<file path="config.mk">
export PLATFORM = sky130hd
export DESIGN_NAME = pipe_stall_ctrl
export DESIGN_NICKNAME = d
export VERILOG_FILES = /design/src/rtl/pipe_stall_ctrl.sv
export SDC_FILE = /design/constraint.sdc
export NUM_CORES = 1
export LEC_CHECK = 0
export ABC_CLOCK_PERIOD_IN_PS = 4200
export BUFFER_PORTS_ARGS = -buffer_cell sky130_fd_sc_hd__buf_2
export CORE_MARGIN = 5
export CORE_UTILIZATION = 50
export CTS_CLUSTER_DIAMETER = 60
export DETAILED_ROUTE_END_ITERATION = 7
export GPL_TIMING_DRIVEN = 0
export PLACE_DENSITY = 0.78
export SLEW_MARGIN = 20
export SYNTH_ARGS = -nofsm -noshare
export SYNTH_HDL_FRONTEND = slang
export SYNTH_SLANG_ARGS = --single-unit
export TNS_END_PERCENT = 5
</file>
<file path="constraint.sdc">
create_clock -name clk -period 4.2 [get_ports clk]
set_clock_uncertainty 0.2 [all_clocks]
set_input_delay 0.63 -clock clk [delete_from_list [all_inputs] [get_ports clk]]
set_output_delay 0.63 -clock clk [all_outputs]
set_load 0.005 [all_outputs]
</file>
<file path="src/rtl/pipe_stall_ctrl.sv">
// Pipeline stall controller: merges IF/ID/EX stall requests, sequences
// multi-cycle EX operations and counts cycles in which the PC was held.
module pipe_stall_ctrl #(
  parameter int MC_CNT_W = 6,
  parameter int PERF_W   = 32
) (
  input  logic                clk,
  input  logic                rst,
  input  logic                stallreq_if,
  input  logic                stallreq_id,
  input  logic                stallreq_ex,
  input  logic                mc_start,
  input  logic [MC_CNT_W-1:0] mc_cycles,
  input  logic                mc_cancel,
  output logic [5:0]          stall,
  output logic                mc_busy,
  output logic                mc_done,
  output logic [PERF_W-1:0]   stall_cnt
);

  typedef enum logic [1:0] {
    IDLE = 2'd0,
    RUN  = 2'd1,
    DONE = 2'd2
  } mc_state_e;

  mc_state_e           state_q;
  logic [MC_CNT_W-1:0] cnt_q;
  logic                busy_q;
  logic [PERF_W-1:0]   stall_cnt_q;
  logic                mc_stall;
  logic                start_ok;

  // A start colliding with a flush is rejected, so it never holds the pipe.
  assign start_ok = (state_q == IDLE) && mc_start && !mc_cancel;
  assign mc_stall = (state_q == RUN) || start_ok;

  always_comb begin
    stall = 6'b000000;
    if (stallreq_ex || mc_stall) begin
      stall = 6'b001111;
    end else if (stallreq_id) begin
      stall = 6'b000111;
    end else if (stallreq_if) begin
      stall = 6'b000011;
    end
  end

  // The done pulse is suppressed on a cycle that aborts the op.
  assign mc_done   = (state_q == DONE) && !mc_cancel && !rst;
  assign mc_busy   = busy_q;
  assign stall_cnt = stall_cnt_q;

  always_ff @(posedge clk) begin
    if (rst) begin
      state_q     <= IDLE;
      cnt_q       <= '0;
      busy_q      <= 1'b0;
      stall_cnt_q <= '0;
    end else begin
      if (stall[0]) begin
        stall_cnt_q <= stall_cnt_q + PERF_W'(1);
      end

      if (mc_cancel) begin
        state_q <= IDLE;
        cnt_q   <= '0;
        busy_q  <= 1'b0;
      end else begin
        unique case (state_q)
          IDLE: begin
            if (mc_start) begin
              // A length of zero runs exactly like a length of one.
              cnt_q <= (mc_cycles == '0) ? '0 : mc_cycles - MC_CNT_W'(1);
              busy_q <= 1'b1;
              if (mc_cycles > MC_CNT_W'(1)) begin
                state_q <= RUN;
              end else begin
                state_q <= DONE;
              end
            end
          end
          RUN: begin
            cnt_q  <= cnt_q - MC_CNT_W'(1);
            busy_q <= 1'b1;
            if (cnt_q == MC_CNT_W'(1)) begin
              state_q <= DONE;
            end
          end
          DONE: begin
            state_q <= IDLE;
            busy_q  <= 1'b0;
          end
          default: begin
            state_q <= IDLE;
            cnt_q   <= '0;
            busy_q  <= 1'b0;
          end
        endcase
      end
    end
  end

endmodule

</file>
==> impl_metrics.env <==
export IMPL_status="finished clean"
export IMPL_drt_initial_drc_count=183
export IMPL_cts_sinks=41
export IMPL_grt_overflow=0
export IMPL_drive_gt1_frac=0.2701
export IMPL_ir_worst_vdd_mv=0.1543
export IMPL_routedWlPerCell_um=14.93
export IMPL_rsz0062_at_grt="no"
export IMPL_crit_chain="buf_2 > or2_2 > nor4_4 > buf_4 > inv_2 > buf_4 > buf_2"
export IMPL_multi_input_area_um2=1464
export IMPL_critical_path_slowest_cell="nor4_4"
export IMPL_p_sw_mw=0.1991
export IMPL_track_usage=0.2018
export IMPL_synth_flop_cell="dfxtp_1"
export IMPL_dr_pass1_iters=4
export IMPL_postSynthCellCount=291
export IMPL_die_h_um=80.20
export IMPL_yosysWarnings=0
export IMPL_rows=25
export IMPL_drc=0
export IMPL_finalMaxSlewViolations=0
export IMPL_clockBufferDepth=2
export IMPL_grt_use_met3=0.02803
export IMPL_clk_pin_slew_ns=0.08
export IMPL_htree_levels=2
export IMPL_reg2reg_setup_slack_ns=1.84
export IMPL_fillCellCount=451
export IMPL_postCtsHoldBufs=0
export IMPL_final_common_cell="buf_2"
export IMPL_slew_headroom=0.5105
export IMPL_grt_busiest_layer="met2"
export IMPL_p_leak_nw=1.117
export IMPL_yosys_area_top_type="dfxtp_1"
export IMPL_placed_area_um2=2796
export IMPL_dp_hpwl_um=4598
export IMPL_final_cell_area_um2=2883
export IMPL_synthTopCellsByArea="dfxtp_1, mux2_2, a21oi_1"
export IMPL_netlist_area_um2=2464
export IMPL_synth_edff_count=0
export IMPL_fin_setup_tns_ns=0
export IMPL_hp_class="register to register"
export IMPL_synth_area_per_cell_um2=8.466
export IMPL_io_buffers=49
export IMPL_grt_max_degree=12
export IMPL_grt_pass1_wl_um=10440
export IMPL_fin_total_pwr_mw=0.7658
export IMPL_drv_cap=0
export IMPL_power_frac_comb=0.121
export IMPL_root_buffer="clkbuf_8"
export IMPL_die_w_um=80.20
export IMPL_area_growth_syn_to_layout_pct=17.01
export IMPL_coreArea_um2=4755
export IMPL_cp_start_kind="primary input"
export IMPL_clkPwrFrac=0.352
export IMPL_crit_required_ns=3.37
export IMPL_worst_pin_slew_ns=0.7248
export IMPL_finalCriticalPeriod_ns=3.051
export IMPL_final_antenna_net_count=0
export IMPL_antenna_found_initial=0
export IMPL_nNetsFinal=367
export IMPL_yosysSeqAreaShare=0.3332
export IMPL_start_util=0.5182
export IMPL_power_density_nw_per_um2=265.7
export IMPL_p_seq_frac=0.528
export IMPL_critPathTopFamily="simple AND/OR/NAND/NOR gates"
export IMPL_route_vias_total=2411
export IMPL_antennaDiodeCount=0
export IMPL_dieArea_um2=6431
export IMPL_numCtsBuffers=5
export IMPL_post_cts_buffers=0
export IMPL_cts_tree="done"
export IMPL_routed_via_density=5.810
export IMPL_final_seq_area_um2=820.8
export IMPL_critical_path_max_stage_delay_ns=0.55
export IMPL_most_common_layout_cells="buf_2, dfxtp_1, a21oi_1, nor2_1, o31ai_1"
export IMPL_crit_buf_inv=5
export IMPL_endpoint_kind="output port"
export IMPL_finalHoldViolations=0
export IMPL_gp_congestion=0.8238
export IMPL_grt_pass1_vias=2348
export IMPL_critPathKind="primary input to output port"
export IMPL_setup_violations=0
export IMPL_fmax_ghz=0.3278
export IMPL_pin_count=53
export IMPL_ys_ff_latch=41
export IMPL_synth_top_area_share=0.3332
export IMPL_arrival_ns=2.22
export IMPL_clk_latency_ns=0.30
export IMPL_use_met1=0.2423
export IMPL_cts_resized_gates=0
export IMPL_ys_types=54
export IMPL_power_internal_mw=0.5667
export IMPL_async_flop_share=0
export IMPL_period_share=0.7264
export IMPL_wl_um=6197
export IMPL_grt_use_met2=0.3518
export IMPL_switching_share=0.2600
export IMPL_path_max_fanout=10
metrics by stage:
stage	worst slack [ns]	utilization	instances	hold slack [ns]
after floorplan	1.613	-	292	0.2728
after global placement	1.157	0.5882	408	0.2820
after detailed placement	1.181	0.5882	408	0.2935
after CTS	1.167	0.6063	415	0.3023
after global routing	1.064	0.6063	415	0.3348
final	1.149	0.6063	415	0.3024
per-layer routing:
metal,up-vias,routed length (um)
met2,56,3055
li1,1199,-
met5,-,0
met3,5,263
met4,0,76
met1,1151,2802
worst register-to-register path: stages (launching register included):
cell and delay [ns]:
dfxtp_1 0.31, clkbuf_1 0.27, and2b_4 0.27, o41ai_1 0.60
clkbuf_1 0.36, or4_1 0.17, a21oi_1 0.06
power groups by stage:
| stage | logic, mW | clock network (mW) | registers [mW] |
|---|---|---|---|
| floorplan | 0.0624 | 0 | 0.411 |
| global placement | 0.0894 | 0 | 0.412 |
| detailed placement | 0.0916 | 0 | 0.413 |
| CTS | 0.0924 | 0.275 | 0.404 |
| global route | 0.103 | 0.287 | 0.405 |
| finish | 0.0923 | 0.269 | 0.404 |
final timing paths:
| kind | from | endpoint | cells past startpoint |
|---|---|---|---|
| worst max-delay path | stallreq_id | stall[1] | 7 |
| worst min-delay path | stall_cnt[22] | stall_cnt[22] | 2 |
| worst max register to register | state_q[1] | stall_cnt[14] | 6 |
| worst min register to register | stall_cnt[22] | stall_cnt[22] | 2 |
state kept, by name, indices dropped and copies added, names as in the netlist:
name / flops
stall_cnt: 32
state_q: 2
cnt_q: 6
mc_busy: 1
synthesized netlist by cell type (all sizes together) (2+ instances only):
library cell / count
clkbuf: 14
and4: 5
a21oi: 23
nor4: 13
a21boi: 2
buf: 6
nand4: 11
o21ai: 9
nor2: 22
inv: 12
or4: 14
xor2: 2
and3: 3
dfxtp: 41
nor2b: 11
o221a: 3
nor3b: 3
a211oi: 2
xnor2: 3
o31ai: 13
nand3: 12
nor3: 9
nand2: 8
and2: 4
or3: 8
ha: 6
mux2: 11
a31oi: 3
or2: 5
kinds of logic after synthesis:
logic type | count (synthesis) | share of synthesized area
and+or+nand+nor | 133 | 0.3291
AOI/OAI and AO/OA | 61 | 0.1595
DFF | 41 | 0.3332
buffers and inverters | 32 | 0.07415
muxes | 12 | 0.05434
adders and majority gates | 6 | 0.03047
xor gates and xnor gates | 5 | 0.01778
other | 1 | 0.001522
area by class of cell:
cell class,instances,area share
Buffer,20,0.04774
Multi-Input combinational cell,219,0.5078
Tap cell,67,0.02908
Timing Repair Buffer,49,0.08507
Inverter,12,0.01563
Clock buffer,7,0.02995
Sequential cell,41,0.2847
Power figures use the tool's default switching activity.
